`config.mk`:
```
export PLATFORM = sky130hd
export DESIGN_NAME = pipe_stage_reg
export DESIGN_NICKNAME = d
export VERILOG_FILES = /design/src/rtl/pipe_stage_reg.sv
export SDC_FILE = /design/constraint.sdc
export NUM_CORES = 1
export LEC_CHECK = 0
export CORE_UTILIZATION = 49
export DETAILED_ROUTE_END_ITERATION = 10
export PLACE_DENSITY = 0.89
export SETUP_SLACK_MARGIN = 0.1
export SLEW_MARGIN = 25
export SYNTH_ARGS = -nofsm -noshare
export SYNTH_HDL_FRONTEND = slang
export SYNTH_SLANG_ARGS = --single-unit
export TNS_END_PERCENT = 20
```
`constraint.sdc`:
```
create_clock -name clk -period 2.5 [get_ports clk]
set_clock_uncertainty 0.1 [all_clocks]
set_input_delay 0.5 -clock clk [delete_from_list [all_inputs] [get_ports clk]]
set_output_delay 0.5 -clock clk [all_outputs]
set_load 0.03 [all_outputs]
```
`src/rtl/pipe_stage_reg.sv`:
```
// Pipeline stage register with valid/ready handshake, two-entry skid buffer, stall, flush and bubbles.
// Optional STAGE_PERF_CNT_EN adds bubble_cnt / stall_cnt performance counters.
module pipe_stage_reg #(
  parameter int          DATA_W   = 32,
  parameter int          NUM_CH   = 2,
  parameter int          ADDR_W   = 5,
  parameter logic [31:0] PC_RESET = 32'h0000_3000
) (
  input  logic                     clk,
  input  logic                     reset,
  input  logic                     in_valid,
  output logic                     in_ready,
  input  logic [31:0]              in_pc,
  input  logic [NUM_CH*DATA_W-1:0] in_data,
  input  logic [ADDR_W-1:0]        in_a2,
  input  logic [ADDR_W-1:0]        in_a3,
  input  logic                     stall,
  input  logic                     flush,
  output logic                     out_valid,
  input  logic                     out_ready,
  output logic [31:0]              out_pc,
  output logic [31:0]              out_pc4,
  output logic [NUM_CH*DATA_W-1:0] out_data,
  output logic [ADDR_W-1:0]        out_a2,
  output logic [ADDR_W-1:0]        out_a3
`ifdef STAGE_PERF_CNT_EN
  ,
  output logic [31:0]              bubble_cnt,
  output logic [31:0]              stall_cnt
`endif
);

  // state   | meaning
  // S_EMPTY | no entry held, outputs show a bubble
  // S_ONE   | main holds the head entry, skid empty
  // S_FULL  | main holds head, skid holds the next entry, in_ready low
  typedef enum logic [1:0] {S_EMPTY, S_ONE, S_FULL} state_t;

  state_t state, state_nxt;

  logic [31:0]              main_pc;
  logic [NUM_CH*DATA_W-1:0] main_data;
  logic [ADDR_W-1:0]        main_a2, main_a3;
  logic [31:0]              skid_pc;
  logic [NUM_CH*DATA_W-1:0] skid_data;
  logic [ADDR_W-1:0]        skid_a2, skid_a3;

  logic take, give;
  logic load_main_in, load_main_skid, load_skid, clear_main, clear_skid;

  assign take = in_valid & in_ready;
  assign give = out_valid & out_ready & ~stall;

  always_ff @(posedge clk or negedge reset) begin
    if (!reset) begin
      state    <= S_EMPTY;
      in_ready <= 1'b1;
    end else begin
      state    <= state_nxt;
      in_ready <= (state_nxt != S_FULL);
    end
  end

  always_comb begin
    state_nxt      = state;
    load_main_in   = 1'b0;
    load_main_skid = 1'b0;
    load_skid      = 1'b0;
    clear_main     = 1'b0;
    clear_skid     = 1'b0;
    if (flush) begin
      state_nxt  = S_EMPTY;
      clear_main = 1'b1;
      clear_skid = 1'b1;
    end else begin
      case (state)
        S_EMPTY: begin
          if (take) begin
            state_nxt    = S_ONE;
            load_main_in = 1'b1;
          end
        end
        S_ONE: begin
          if (take && give) begin
            load_main_in = 1'b1;
          end else if (take) begin
            state_nxt = S_FULL;
            load_skid = 1'b1;
          end else if (give) begin
            state_nxt  = S_EMPTY;
            clear_main = 1'b1;
          end
        end
        S_FULL: begin
          if (give) begin
            state_nxt      = S_ONE;
            load_main_skid = 1'b1;
            clear_skid     = 1'b1;
          end
        end
        default: begin
          state_nxt  = S_EMPTY;
          clear_main = 1'b1;
          clear_skid = 1'b1;
        end
      endcase
    end
  end

  // Bubbles zero the writer fields but keep the last valid PC on out_pc.
  always_ff @(posedge clk or negedge reset) begin
    if (!reset) begin
      main_pc   <= PC_RESET;
      main_data <= '0;
      main_a2   <= '0;
      main_a3   <= '0;
    end else if (clear_main) begin
      main_data <= '0;
      main_a2   <= '0;
      main_a3   <= '0;
    end else if (load_main_in) begin
      main_pc   <= in_pc;
      main_data <= in_data;
      main_a2   <= in_a2;
      main_a3   <= in_a3;
    end else if (load_main_skid) begin
      main_pc   <= skid_pc;
      main_data <= skid_data;
      main_a2   <= skid_a2;
      main_a3   <= skid_a3;
    end
  end

  always_ff @(posedge clk or negedge reset) begin
    if (!reset) begin
      skid_pc   <= '0;
      skid_data <= '0;
      skid_a2   <= '0;
      skid_a3   <= '0;
    end else if (clear_skid) begin
      skid_pc   <= '0;
      skid_data <= '0;
      skid_a2   <= '0;
      skid_a3   <= '0;
    end else if (load_skid) begin
      skid_pc   <= in_pc;
      skid_data <= in_data;
      skid_a2   <= in_a2;
      skid_a3   <= in_a3;
    end
  end

  assign out_valid = (state != S_EMPTY);
  assign out_pc    = main_pc;
  assign out_pc4   = main_pc + 32'd4;
  assign out_data  = main_data;
  assign out_a2    = main_a2;
  assign out_a3    = main_a3;

`ifdef STAGE_PERF_CNT_EN
  // Counters survive flush; only reset clears them.
  always_ff @(posedge clk or negedge reset) begin
    if (!reset) begin
      bubble_cnt <= '0;
      stall_cnt  <= '0;
    end else begin
      if (!out_valid) bubble_cnt <= bubble_cnt + 32'd1;
      if (stall && out_valid) stall_cnt <= stall_cnt + 32'd1;
    end
  end
`endif

endmodule

```
# --- Word level (Yosys, flattened, before mapping) ---
# Index checks and enable logic that the tools add are counted.
# Widths: inputs -> output; s select.
classes:
  add_sub_neg: 1
  bitwise: 5
  n_eq_ne: 3
  reduce_logical: 9
  muxes: 42
op_table:
  columns: ["cell", "count"]
  rows:
  - ["$mux 64", 5]
  - ["$mux 32", 4]
  - ["$mux 5", 10]
  - ["$add 32x3->32 const B", 1]
  - ["$mux 1", 13]
  - ["$mux 2", 6]
  - ["$pmux 1 s2", 3]
  - ["$pmux 2 s3", 1]
  - ["$reduce_bool 2->1", 3]
  - ["$reduce_or 2->1", 2]
  - ["$and 1x1->1", 3]
  - ["$reduce_bool 3->1", 1]
  - ["$eq 2x1->1 const B", 1]
  - ["$eq 2x2->1 const B", 1]
  - ["$logic_not 2->1", 1]
  - ["$ne 2x2->1 const B", 1]
  - ["$not 1->1", 2]
  - ["$reduce_and 2->1", 1]
  - ["$logic_and 1x1->1", 1]
totals:
  inputBits: 112
  output_inout_bits: 140
  wordCells: 70
  reg_bits: 215

# --- Depth between registers and ports, before layout ---
logic_depth:
  ltp_word: 10
  ltp_mapped: 8
  depth_no_buf: 5

# --- Worst setup path after synthesis ---
# Ideal clock, no wire load.
synth_path:
  path_type: "register -> output"
  from: "reg main_pc[12], in the netlist out_pc[12]"
  to: "out out_pc4[24]"
  path_slack_ps: -189
  arrival_time_ps: 2089
  required_ps: 1900
  stages_incl_launch_ff: 5
  n_path_buf: 0
  cell_sequence: "dfstp_2 > nand4_1 > nor4_1 > nand4_1 > xnor2_1"
synth_between:
  elab_chain_len: 1
synth_lines:
  columns: ["item", "line", "rtl"]
  rows:
  - ["from (decl)", "41", "logic [31:0] main_pc;"]
  - ["from (signal assigned)", "122", "main_pc <= in_pc;"]
  - ["from (signal assigned)", "127", "main_pc <= skid_pc;"]
  - ["$add 32x3->32", "155", "assign out_pc4 = main_pc + 32'd4;"]
  - ["to (decl)", "22", "output logic [31:0] out_pc4,"]
# No other way between the ends.

# --- Final worst setup path ---
layout_path:
  from: "reg main_pc[9], in the netlist out_pc[9]"
  to: "out out_pc4[12]"
# Same word-level chain as after synthesis.

==> flow_metrics.env <==
export IMPL_status="finished with violations"
export IMPL_failed_checks="negative setup slack"
export IMPL_max_freq_ghz=0.336
export IMPL_rel_slew_slack_pct=54.5
export IMPL_min_delay_start="out_data[48]$_DFFE_PN0P_"
export IMPL_htree_num_levels=1
export IMPL_avgSynthCellArea_um2=9.61
export IMPL_final_hold_viol_count=0
export IMPL_critical_path_reg2reg_startpoint="state[0]$_DFF_PN0_"
export IMPL_synthesis_instances=990
export IMPL_placed_cells=1467
export IMPL_layout_nets=1360
export IMPL_detail_route_vias_per_cell=5.72
export IMPL_cts_tree="done"
export IMPL_synth_edff_count=0
export IMPL_synth_yosys_seq_area_share_pct=56.6
export IMPL_via_count=8704
export IMPL_detailed_place_hpwl_um=17600
export IMPL_io_pins=252
export IMPL_setup_viol=22
export IMPL_tightest_slew_ns=0.682
export IMPL_ys_ff_latch=215
export IMPL_fin_crit_share_pct=119
export IMPL_synth_warnings=0
export IMPL_layout_cells_most_common_list="sky130_fd_sc_hd__nand2_1, sky130_fd_sc_hd__clkdlybuf4s50_1, sky130_fd_sc_hd__dfrtp_1"
export IMPL_maximum_number_of_pins_on_one_net_before_global_route_repair=67
export IMPL_num_rows=50
export IMPL_wire_per_inst_um=18.6
export IMPL_grt_antenna_before_repair=0
export IMPL_numCtsBuffers=23
export IMPL_numClockSinks=215
export IMPL_clock_tree_root_driver_cell="sky130_fd_sc_hd__clkbuf_16"
export IMPL_slew_viol_final=0
export IMPL_clk_transition_reported_paths_ns=0.06
export IMPL_total_power_mw=10.2
export IMPL_synth_fp_nets=1103
export IMPL_final_common_cell="sky130_fd_sc_hd__nand2_1"
export IMPL_detailedRoute_firstIterationViolations=657
export IMPL_timing_hold_worst_class="flip-flop to flip-flop"
export IMPL_dieWidth_um=141
export IMPL_drt_antenna_violating_nets=0
export IMPL_gp_routability_congestion=0.878
export IMPL_fp_dieArea_um2=20000
export IMPL_postRouteWirelength_um=28300
export IMPL_vdd_drop_max_mv=0.486
export IMPL_synth_largest_type_area_fraction_pct=55.8
export IMPL_critical_path_class="flip-flop to output pin"
export IMPL_critical_path_required_ns=1.90
export IMPL_power_leakage_nw=6.48
export IMPL_io_buffer_count=251
export IMPL_timing_max_cap_violations=0
export IMPL_synth_ff_type="sky130_fd_sc_hd__dfrtp_1"
export IMPL_cp_start_kind="flip-flop"
export IMPL_finish_cell_count_without_fillers=1523
export IMPL_ys_async_sr_fraction_pct=100
export IMPL_antenna_diode_count=0
export IMPL_core_area_um2=18900
export IMPL_grt_pass1_wl_um=44000
export IMPL_power_per_standard_cell_area_nw_per_um2=747
export IMPL_global_route_overflow_total=0
export IMPL_first_pass_iters=5
export IMPL_max_clock_path_buffers=3
export IMPL_cp_max_fo=8
export IMPL_total_grt_usage_pct=27.7
export IMPL_layout_setup_ws_ns=-0.474
export IMPL_area_growth_pct=43.1
export IMPL_synth_area_leader_cell="sky130_fd_sc_hd__dfrtp_1"
export IMPL_fraction_of_layout_cells_with_a_size_suffix_above_1_pct=13.6
export IMPL_finalHoldWorstSlack_ns=0.374
export IMPL_grt_pass1_vias=8527
export IMPL_timing_critical_path_to_type="output pin"
export IMPL_rsz0062_at_grt="yes"
export IMPL_synthDistinctLibCells=30
export IMPL_netlist_top_cells_area="sky130_fd_sc_hd__dfrtp_1, sky130_fd_sc_hd__nand2_1, sky130_fd_sc_hd__a21oi_1, sky130_fd_sc_hd__a22o_1, sky130_fd_sc_hd__a21o_1"
export IMPL_die_h_um=141
export IMPL_crit_path_start="out_pc[9]$_DFFE_PN0P_"
export IMPL_netlist_area_um2=9510
export IMPL_final_period_minus_worst_setup_slack_ns=2.97
export IMPL_initial_core_util_pct=50.4
export IMPL_clk_insertion_delay_late_ns=0.49
export IMPL_cp_data_arrival_time_ns=2.37
export IMPL_detail_route_drc_violations=0
## Yosys cell counts (all sizes together) (6+ instances only)
master / number
a21o: 76
a21oi: 171
a22o: 74
buf: 39
clkbuf: 39
dfrtp: 212
nand2: 255
nand3: 12
nand4: 11
nor2: 40
nor4: 6
xnor2: 19
xor2: 10
## layer usage
layer	wire length (um)	part of all wire, %	vias to the layer above	GRT usage (%)
li1	-	-	3913	-
met1	10900	38	4286	35.1
met2	14300	50	437	48.2
met3	2450	8.7	68	5.80
met4	727	2.6	0	7.78
met5	0	0	-	0
## power by group
part	switching, mW	total (mW)	internal [mW]
clock	1.34	3.38	2.04
combinational	1.62	2.79	1.17
sequential	0.251	4.00	3.75
total	3.21	10.2	6.96
## cell families (layout without fill, tap and decap cells)
kind of cell               after synthesis  count (layout)  synth area share [%]
and+or+nand+nor                        338             338                  14.5
AOI/OAI and AO/OA                      326             326                  22.3
DFF                                    215             215                  56.6
buffers and inverters                   81             354                  3.75
xor gates and xnor gates                29              29                  2.67
adders and majority gates                1               1                 0.132
## state kept, by name (all words and copies together) (netlist names)
name	count
skid_data	64
state	2
out_pc	32
out_a3	5
skid_a2	5
out_data	64
skid_pc	32
skid_a3	5
out_a2	5
in_ready	1
## path summary, 6_finish.rpt
kind                            cells after the start  slack (ns)                         to
worst max register to register                      5        0.49     out_pc[18]$_DFFE_PN0P_
worst min-delay path                                1        0.37   out_data[48]$_DFFE_PN0P_
min in group asynchronous                           2        0.48     skid_pc[2]$_DFFE_PN0P_
max in group asynchronous                           3        1.08  skid_data[33]$_DFFE_PN0P_
worst max-delay path                                7       -0.47                out_pc4[12]
worst min register to register                      1        0.37   out_data[48]$_DFFE_PN0P_
## metrics by stage
| step | cell area [um^2] | utilization [%] | setup TNS, ns | setup WS (ns) |
|---|---|---|---|---|
| detailed placement | 12600 | 66.8 | 0 | 0.0807 |
| floorplan | 9600 | - | -0.106 | -0.0398 |
| finish | 13600 | 72.1 | -4.96 | -0.474 |
| CTS | 13500 | 71.5 | -3.33 | -0.197 |
| global placement | 12600 | 66.8 | 0 | 0.150 |
| global route | 13600 | 72.1 | -6.78 | -0.549 |
## critical path: stages, from the launching register on
cell and delay, ns:
sky130_fd_sc_hd__dfrtp_1 0.46, sky130_fd_sc_hd__nand4_1 0.17, sky130_fd_sc_hd__buf_4 0.22, sky130_fd_sc_hd__nor2_2 0.12, sky130_fd_sc_hd__buf_6 0.13, sky130_fd_sc_hd__and3_1 0.18, sky130_fd_sc_hd__xor2_1 0.34, sky130_fd_sc_hd__buf_4 0.24
## timing repair
item,CTS,global route
hold buffers,1,0
pin swaps,3,9
gates resized for setup,51,20
hold endpoints to repair,56,0
buffers inserted,5,9
endpoints found under the setup margin,33,29
## final cells by class
type | count | area (um^2)
clock buffer | 32 | 659
inverter | 3 | 11.3
fill | 1317 | 5280
sequential | 215 | 5400
timing repair buffer | 310 | 3110
multi-input combinational | 694 | 4010
clock inverter | 9 | 97.6
tap | 260 | 325
Note: power is estimated with default switching activity, not from simulation.
